`config.mk`:
```
export PLATFORM = sky130hd
export DESIGN_NAME = param_traffic_light_controller
export DESIGN_NICKNAME = d
export VERILOG_FILES = /design/src/rtl/param_traffic_light_controller.sv
export SDC_FILE = /design/constraint.sdc
export NUM_CORES = 1
export LEC_CHECK = 0
export CORE_AREA = 10 10 57 59
export CTS_CLUSTER_SIZE = 8
export DETAILED_ROUTE_END_ITERATION = 12
export DIE_AREA = 0 0 67 69
export HOLD_SLACK_MARGIN = 0.15
export PLACE_DENSITY = 0.77
export SYNTH_ARGS = -nofsm -noshare
export SYNTH_HDL_FRONTEND = slang
export SYNTH_SLANG_ARGS = --single-unit
```
`constraint.sdc`:
```
create_clock -name clk -period 5.6 [get_ports clk]
set_input_delay 1.68 -clock clk [delete_from_list [all_inputs] [get_ports clk]]
set_output_delay 1.68 -clock clk [all_outputs]
set_load 0.005 [all_outputs]
```
`src/rtl/param_traffic_light_controller.sv`:
```
// Highway / country-road intersection controller: parameterised dwell times,
// min/max country green with timeout pulse, and a night flashing mode.
module param_traffic_light_controller #(
  parameter int CNT_W    = 8,
  parameter int T_YEL    = 3,
  parameter int T_RED    = 2,
  parameter int T_HW_MIN = 8,
  parameter int T_CR_MIN = 2,
  parameter int T_CR_MAX = 16,
  parameter int T_FLASH  = 4
) (
  input  logic       clk,
  input  logic       clear,
  input  logic       X,
  input  logic       flash,
  output logic [1:0] HW,
  output logic [1:0] CR,
  output logic [2:0] state,
  output logic       cr_tmo
);

  typedef enum logic [2:0] {
    HW_G   = 3'd0,
    HW_Y   = 3'd1,
    AR1    = 3'd2,
    CR_G   = 3'd3,
    CR_Y   = 3'd4,
    AR2    = 3'd5,
    FLASH  = 3'd6,
    UNUSED = 3'd7
  } state_e;

  typedef enum logic [1:0] {
    LAMP_RED = 2'b00,
    LAMP_YEL = 2'b01,
    LAMP_GRN = 2'b10,
    LAMP_OFF = 2'b11
  } lamp_e;

  // Dwell exit points: a state held T cycles leaves on the edge where timer == T-1.
  localparam logic [CNT_W-1:0] YEL_LAST    = CNT_W'(T_YEL - 1);
  localparam logic [CNT_W-1:0] RED_LAST    = CNT_W'(T_RED - 1);
  localparam logic [CNT_W-1:0] HW_MIN_LAST = CNT_W'(T_HW_MIN - 1);
  localparam logic [CNT_W-1:0] CR_MIN_LAST = CNT_W'(T_CR_MIN - 1);
  localparam logic [CNT_W-1:0] CR_MAX_LAST = CNT_W'(T_CR_MAX - 1);
  localparam logic [CNT_W-1:0] FLASH_LAST  = CNT_W'(T_FLASH - 1);
  localparam logic [CNT_W-1:0] TIMER_MAX   = '1;

  state_e           state_q, state_d;
  logic [CNT_W-1:0] timer_q, timer_d;
  logic             phase_q, phase_d;
  logic             cr_tmo_q, cr_tmo_d;
  lamp_e            hw_lamp, cr_lamp;

  // State register.
  // NOTE: sequential state uses non-blocking (<=) so every flop samples the
  // pre-edge values; blocking here would create order-dependent simulation.
  always_ff @(posedge clk) begin
    state_q  <= state_d;
    timer_q  <= timer_d;
    phase_q  <= phase_d;
    cr_tmo_q <= cr_tmo_d;
  end

  // Next-state, dwell timer and blink phase.
  always_comb begin
    // NOTE: every variable gets a default before any branch; a path that
    // leaves one unassigned would infer a latch.
    state_d  = state_q;
    timer_d  = (timer_q == TIMER_MAX) ? timer_q : timer_q + 1'b1;
    phase_d  = phase_q;
    cr_tmo_d = 1'b0;

    if (clear) begin
      state_d = HW_G;
      phase_d = 1'b0;
    end else if (flash && state_q != FLASH) begin
      state_d = FLASH;
      phase_d = 1'b0;
    end else begin
      unique case (state_q)
        HW_G: if (X && timer_q >= HW_MIN_LAST) state_d = HW_Y;
        HW_Y: if (timer_q == YEL_LAST)         state_d = AR1;
        AR1:  if (timer_q == RED_LAST)         state_d = CR_G;
        CR_G: begin
          if ((!X && timer_q >= CR_MIN_LAST) || timer_q == CR_MAX_LAST) begin
            state_d = CR_Y;
            // With X low the minimum is already met, so only X high marks a timeout.
            cr_tmo_d = X;
          end
        end
        CR_Y: if (timer_q == YEL_LAST)         state_d = AR2;
        AR2:  if (timer_q == RED_LAST)         state_d = HW_G;
        FLASH: begin
          if (!flash) begin
            state_d = AR2;
            phase_d = 1'b0;
          end else if (timer_q == FLASH_LAST) begin
            phase_d = ~phase_q;
            timer_d = '0;
          end
        end
        default: state_d = AR2;
      endcase
    end

    if (clear || state_d != state_q) timer_d = '0;
  end

  // Lamp decode depends only on registered state and phase.
  always_comb begin
    hw_lamp = LAMP_RED;
    cr_lamp = LAMP_RED;
    unique case (state_q)
      HW_G:  hw_lamp = LAMP_GRN;
      HW_Y:  hw_lamp = LAMP_YEL;
      CR_G:  cr_lamp = LAMP_GRN;
      CR_Y:  cr_lamp = LAMP_YEL;
      FLASH: begin
        hw_lamp = phase_q ? LAMP_OFF : LAMP_YEL;
        cr_lamp = phase_q ? LAMP_OFF : LAMP_RED;
      end
      default: ;
    endcase
  end

  assign HW     = hw_lamp;
  assign CR     = cr_lamp;
  assign state  = state_q;
  assign cr_tmo = cr_tmo_q;

  // Never show GREEN/YELLOW on both roads, and the timeout pulse only accompanies CR_Y.
  a_no_conflict: assert property (@(posedge clk) disable iff (clear)
    !((HW == LAMP_GRN || HW == LAMP_YEL) && (CR == LAMP_GRN || CR == LAMP_YEL)));
  a_tmo_in_cr_y: assert property (@(posedge clk) disable iff (clear)
    cr_tmo |-> state_q == CR_Y);

endmodule
```
==> results of run 1 <==
==> synth_stat cells <==
master,count,area [um2]
xnor2_1,1,8.76
nand4_1,3,18.8
o211ai_1,3,22.5
and3_1,4,25.0
nand2b_1,1,6.26
clkbuf_1,5,18.8
dfxtp_1,13,260
a41oi_1,2,17.5
ha_1,4,50.1
mux2i_1,1,10.0
nor4b_2,1,15.0
o21ai_0,3,15.0
o21bai_1,1,7.51
or4_4,1,11.3
nand3_1,10,50.1
nor4_4,1,21.3
a311o_1,1,10.0
nor3_1,2,10.0
o22ai_1,1,6.26
o31ai_1,2,15.0
nor2_1,15,56.3
mux2_4,1,15.0
a21boi_0,1,7.51
mux2_2,2,22.5
a21oi_1,12,60.1
nor2b_1,2,12.5
or3b_2,1,8.76
buf_6,1,11.3
nand2_1,9,33.8
nor3b_1,3,22.5
and2_1,2,12.5
o41a_1,1,11.3
nor3_4,1,16.3
inv_1,9,33.8
or2_2,1,6.26
a2111oi_0,1,8.76
==> flip-flops by register name (all words and copies together), names as in the netlist <==
name,count
cr_tmo,1
phase_q,1
state,3
timer_q,8
==> critical path: cells and delay by family (launching register included) <==
family | cells | cell delay [ps]
AOI/OAI and AO/OA | 1 | 160
buffers and inverters | 1 | 530
DFF | 1 | 540
and+or+nand+nor | 2 | 430
==> routing by layer <==
metal  global-route usage (%)  share of wire [%]  wire length, um  vias to the layer above
met4                     5.43                2.4               53                        0
met1                     11.6                 44              975                      435
li1                         -                  -                -                      458
met2                     15.8                 49             1090                       23
met5                        0                  0                0                        -
met3                     1.77                5.2              117                        6
==> cell families (layout without fill, tap and decap cells) <==
| logic type | Yosys count | after routing | synth area share (%) |
|---|---|---|---|
| multiplexers | 4 | 4 | 5.07 |
| AO/OA/AOI/OAI | 28 | 28 | 19.3 |
| AND/OR/NAND/NOR | 57 | 57 | 34.8 |
| adder cells (fa/ha/maj) | 4 | 4 | 5.33 |
| flip-flops | 13 | 13 | 27.7 |
| buffers and inverters | 15 | 24 | 6.80 |
| XOR/XNOR | 1 | 1 | 0.934 |
==> cell type report <==
cell class	instances	area [um2]
Tap cell	28	35.0
Clock buffer	4	26.3
Timing Repair Buffer	11	110
Multi-Input combinational cell	94	614
Sequential cell	13	260
Fill cell	204	1070
Inverter	9	33.8
==> report_power, final <==
| part | switching (mW) | total [mW] | leakage [nW] | internal (mW) |
|---|---|---|---|---|
| registers | 0.00517 | 0.100 | 0.106 | 0.0949 |
| clock network | 0.0348 | 0.0625 | 0.0150 | 0.0277 |
| logic | 0.0170 | 0.0347 | 0.287 | 0.0176 |
| total | 0.0570 | 0.197 | 0.408 | 0.140 |
==> final timing paths <==
| check | slack (ps) | start | to |
|---|---|---|---|
| worst max-delay path | 1970 | state[2]$_DFF_P_ | CR[1] |
| worst min-delay path | 610 | phase_q$_SDFFE_PP0P_ | phase_q$_SDFFE_PP0P_ |
| worst max register to register | 3110 | timer_q[5]$_SDFF_PP0_ | timer_q[1]$_SDFF_PP0_ |
| worst min register to register | 610 | phase_q$_SDFFE_PP0P_ | phase_q$_SDFFE_PP0P_ |
==> stage by stage <==
stage          power, mW  setup slack [ps]  std cells  utilization, %  hold WS (ps)
2_1_floorplan      0.122              2230        122               -           517
3_3_place_gp       0.135              1800        155            49.0           591
3_5_place_dp       0.137              1730        155            49.0           588
4_1_cts            0.197              1990        159            50.3           608
5_1_grt            0.207              1820        159            50.3           645
6_report           0.197              1970        159            50.3           614
==> results by group, run 1 <==
Cells and area
  – Total number of nets in the final design: 140
  – Commonest cells after routing, fill and taps aside: nor2_1 (15), dfxtp_1 (13), a21oi_1 (12)
  – Area Growth Syn to Fin: 15.1%
  – Final design instance area without fill: 0.00108 mm2
  – Most frequent standard cell in the layout excluding fill and tap cells: nor2_1
  – Share of layout cells above drive strength 1: 9.16%
  – Antenna cells: 0

GRT
  – Vias in the first global route: 826
  – Overflow after GRT: 0
  – Antenna violations before repair: 0
  – First-pass GRT wire length: 3.74 mm
  – GR Util All Layers: 9.80%
  – Largest net degree at the start of global routing: 13

Synthesis
  – Synthesized instance count: 122
  – Count of different cell masters after synthesis: 36
  – Flip-flop and latch count after synthesis: 13
  – Part of the Yosys area used for sequential elements: 27.7%
  – Yosys Warn Count: 0
  – Syn avg cell area: 7.69 um2
  – Combined area of all synthesized cells: 938 um2
  – Post-synth net total: 130

Setup path
  – Crit-path max FO: 11
  – Logic depth of the worst register-to-register path: 6
  – Endpoint class of the critical path: output pin
  – Crit path launch type: flip-flop
  – Critical path data arrival time: 1950 ps
  – Data required time of the critical path: 3920 ps
  – Delay of the slowest cell on the worst path: 540 ps
  – Slowest stage cell, crit path: dfxtp_1
  – CP cell instances: nor2b_1 > nand2_1 > o21ai_0 > clkdlybuf4s50_1
  – Classification of the worst setup path: flip-flop to output pin

STA
  – Number of setup violations in the final report: 0
  – Unrepaired setup endpoints after global routing: false
  – Setup TNS: 0 ps
  – Pin slew with the least headroom to its limit: 888 ps
  – Final-report max-slew violation count: 0
  – Max transition margin: 40.7%
  – Minimum clock period: 3630 ps
  – Top achievable clock speed: 0.275 GHz
  – Final period utilization: 64.9%
  – Setup clock skew after layout: 13.4 ps
  – Hold violation total from the final report: 0

Routing
  – DRC violations left: 0
  – Routed length per placed instance: 14.1 um
  – Avg Vias per Cell: 5.80
  – Antenna viol nets, final: 0
  – Total vias in the final route: 922
  – TritonRoute pass-1 iters: 4
  – WL final: 2.24 mm
  – Violation count after the first detailed-route iteration: 42

Power
  – Worst ir drop on vdd: 0.121 mV
  – Static leakage power: 0.408 nW
  – Total power per unit cell area: 183 mW/mm2

Floorplan
  – Die footprint: 0.00462 mm2
  – Starting Density: 43.7%
  – Die outline height: 69 um
  – Core area: 0.00215 mm2
  – # rows: 17
  – Number of top-level pins: 12
  – Horizontal extent of the die: 67 um

Min path
  – Worst Hold Depth: 2
  – Class of the tightest hold or removal check: flip-flop to flip-flop

Clock tree
  – Clock Pin Slew Worst Setup and Hold Paths: 90 ps
  – Sink Count: 13
  – Num CTS Buffers: 3
  – CTS tree: built
  – Master cell of the clock root buffer: clkbuf_4
  – Clock insertion delay at the later pin of the skew report: 290 ps
  – Deepest clock path buffer count: 2
  – Count of H-tree levels built during CTS: 1
  – Number of buffers inserted by hold repair at cts: 0
  – Post-CTS setup buffer count: 0
  – CTS resizes: 0

Placed design
  – DP Wirelength: 1.76 mm
  – Post-DP Area: 0.00105 mm2
  – IO Port Bufs: 11
  – Global placer's final weighted congestion: 0.901

Outcome
  – Status: complete, no violations

Flow run
  – Max-cap violations: 0
Power figures use the tool's default switching activity.
==> inputs of run 2 (changes only) <==
--- a/config.mk
+++ b/config.mk
@@ -10,7 +10,7 @@
 export DETAILED_ROUTE_END_ITERATION = 12
 export DIE_AREA = 0 0 67 69
 export HOLD_SLACK_MARGIN = 0.15
-export PLACE_DENSITY = 0.77
+export PLACE_DENSITY = 0.8
 export SYNTH_ARGS = -nofsm -noshare
 export SYNTH_HDL_FRONTEND = slang
 export SYNTH_SLANG_ARGS = --single-unit
==> constraint.sdc (replaced) <==
create_clock -name clk -period 3 [get_ports clk]
set_input_delay 0.9 -clock clk [delete_from_list [all_inputs] [get_ports clk]]
set_output_delay 0.9 -clock clk [all_outputs]
set_load 0.005 [all_outputs]
==> run 2 against run 1 <==
Net effect:
- clock skew decreased by 6.3 ps
- clock power is 73% higher
- critical endpoint unchanged
- non-clock buffer count increased by 2
- via count rose by 0.43%
- utilization is 0.70 points higher
==> results by group, run 2 (synthesis gave the netlist of run 1 again) <==
Clock tree
  – Clock insertion delay at the later pin of the skew report: 280 ps (was 290 ps)
  – Count of H-tree levels built during CTS: 1 (unchanged)
  – CTS tree: built (unchanged)
  – Master cell of the clock root buffer: clkbuf_4 (unchanged)
  – Sink Count: 13 (unchanged)
  – Deepest clock path buffer count: 2 (unchanged)
  – Number of buffers inserted by hold repair at cts: 0 (unchanged)
  – Post-CTS setup buffer count: 0 (unchanged)
  – CTS resizes: 0 (unchanged)
  – Num CTS Buffers: 3 (unchanged)
  – Clock Pin Slew Worst Setup and Hold Paths: 80 ps (was 90 ps)

STA
  – Hold violation total from the final report: 0 (unchanged)
  – Setup TNS: 0 ps (unchanged)
  – Minimum clock period: 2820 ps
  – Final-report max-slew violation count: 0 (unchanged)
  – Final period utilization: 94.0%
  – Setup clock skew after layout: 7.10 ps (was 13.4 ps)
  – Unrepaired setup endpoints after global routing: false (unchanged)
  – Number of setup violations in the final report: 0 (unchanged)
  – Setup slack after layout: 181 ps (was 1970 ps)
  – Max transition margin: 75.1% (was 40.7%)
  – Top achievable clock speed: 0.355 GHz
  – Pin slew with the least headroom to its limit: 363 ps (was 888 ps)

Setup path
  – Slowest stage cell, crit path: dfxtp_1 (unchanged)
  – Critical path data arrival time: 1920 ps (was 1950 ps)
  – Classification of the worst setup path: flip-flop to output pin (unchanged)
  – Delay of the slowest cell on the worst path: 540 ps (about the same)
  – CP cell instances: nor2b_1 > nand2_1 > o21ai_0 > clkdlybuf4s50_1 (unchanged)
  – CP Buf/Inv Count: 1 (unchanged)
  – Family with the most delay on the worst path: flip-flops (unchanged)
  – Data required time of the critical path: 2100 ps (was 3920 ps)
  – Crit path launch type: flip-flop (unchanged)
  – Endpoint class of the critical path: output pin (unchanged)
  – Crit-path max FO: 11 (unchanged)

Cells and area
  – Top register by number of flip-flops: timer_q (unchanged)
  – Total number of nets in the final design: 142 (was 140)
  – Footprint of the flip-flops and latches: 260 um2 (unchanged)
  – Most frequent standard cell in the layout excluding fill and tap cells: nor2_1 (unchanged)
  – Number of flip-flops under the largest register name: 8 (unchanged)
  – Antenna cells: 0 (unchanged)
  – Commonest cells after routing, fill and taps aside: nor2_1 (15), dfxtp_1 (13), a21oi_1 (12) (unchanged)
  – Multi-input combinational cell area: 614 um2 (unchanged)
  – Area Growth Syn to Fin: 16.7% (was 15.1%)
  – Fill cell count: 218 (was 204)
  – Share of layout cells above drive strength 1: 10.5% (was 9.16%)

Power
  – Switching Fraction: 27.2% (was 28.9%)
  – Static leakage power: 0.418 nW (was 0.408 nW)
  – Logic pwr share: 18.6% (was 17.6%)
  – Switching power: 0.0984 mW (was 0.0570 mW)
  – Internal power contribution: 0.263 mW (was 0.140 mW)
  – Clk pwr share: 29.7% (was 31.7%)
  – Worst ir drop on vdd: 0.234 mV (was 0.121 mV)
  – Relative contribution of sequential cells to total power: 51.6% (was 50.7%)
  – Total power per unit cell area: 330 mW/mm2 (was 183 mW/mm2)

Placed design
  – Global placer's final weighted congestion: 0.980 (was 0.901)
  – Worst-case setup slack after placement: 86.9 ps (was 1730 ps)
  – DP Wirelength: 1.84 mm (was 1.76 mm)
  – IO Port Bufs: 11 (unchanged)

Routing
  – Avg Vias per Cell: 5.75 (was 5.80)
  – DRC violations left: 0 (unchanged)
  – Routed length per placed instance: 14.1 um (about the same)
  – Antenna viol nets, final: 0 (unchanged)
  – Total vias in the final route: 926 (was 922)
  – WL final: 2.27 mm (was 2.24 mm)
  – TritonRoute pass-1 iters: 4 (unchanged)
  – Violation count after the first detailed-route iteration: 24 (was 42)

GRT
  – Vias in the first global route: 822 (was 826)
  – Largest net degree at the start of global routing: 13 (unchanged)
  – Antenna violations before repair: 0 (unchanged)
  – GR Util All Layers: 9.77% (was 9.80%)
  – Overflow after GRT: 0 (unchanged)
  – First-pass GRT wire length: 3.75 mm (was 3.74 mm)

Floorplan
  – Die outline height: 69 um (unchanged)
  – Core area: 0.00215 mm2 (unchanged)
  – Horizontal extent of the die: 67 um (unchanged)
  – Die footprint: 0.00462 mm2 (unchanged)
  – Number of top-level pins: 12 (unchanged)
  – # rows: 17 (unchanged)
  – Starting Density: 43.7% (unchanged)

Flow run
  – Max-cap violations: 0 (unchanged)

Outcome
  – Status: complete, no violations (unchanged)

Min path
  – Class of the tightest hold or removal check: flip-flop to flip-flop (unchanged)
==> run 2: changes by cell type in the layout (fill, tap and decap cells not counted), sizes merged <==
cell,before,now
buf,0,2
==> run 2: power groups by stage <==
stage                     logic, mW  clock network, mW  registers [mW]
after floorplan              0.0435                  0           0.184
after global placement       0.0647                  0           0.190
after detailed placement     0.0671                  0           0.191
after CTS                    0.0673              0.110           0.186
after global routing         0.0741              0.116           0.188
final                        0.0674              0.108           0.187
==> run 2: path summary, 6_finish.rpt <==
check	from	endpoint	slack (ps)	cells past startpoint
worst max-delay path	state[2]$_DFF_P_	CR[1]	180	4
worst max register to register	timer_q[0]$_SDFF_PP0_	timer_q[1]$_SDFF_PP0_	510	8
worst min register to register	phase_q$_SDFFE_PP0P_	phase_q$_SDFFE_PP0P_	610	3
worst min-delay path	phase_q$_SDFFE_PP0P_	phase_q$_SDFFE_PP0P_	610	3
==> run 2: per-stage QoR <==
step | cells | total power [mW] | hold slack [ps] | util, % | instance area (um2)
4_1_cts | 161 | 0.363 | 606 | 51.0 | 1090
2_1_floorplan | 122 | 0.228 | 517 | - | 938
5_1_grt | 161 | 0.378 | 660 | 51.0 | 1090
6_report | 161 | 0.362 | 609 | 51.0 | 1090
3_5_place_dp | 157 | 0.258 | 586 | 49.7 | 1070
3_3_place_gp | 157 | 0.255 | 579 | 49.7 | 1070
==> run 2: worst register-to-register path: cells and delay by family, from the launching register on <==
family                   cells  cell delay (ps)
AO/OA/AOI/OAI                3              610
multiplexers                 1              360
buffers and inverters        1              130
adder cells (fa/ha/maj)      1              220
AND/OR/NAND/NOR              2              750
flip-flops                   1              350
==> run 2: routing by layer <==
metal	vias up	part of all wire (%)	GRT usage [%]
met2	25	48	15.0
met5	-	0	0
met3	2	5.5	1.29
met1	437	45	12.7
met4	0	1.5	4.98
li1	462	-	-
==> run 2: final cells by class <==
type	count	share of cell area, %
Multi-Input combinational cell	94	56.1
Inverter	9	3.09
Sequential cell	13	23.8
Tap cell	28	3.20
Clock buffer	4	2.40
Timing Repair Buffer	13	11.4
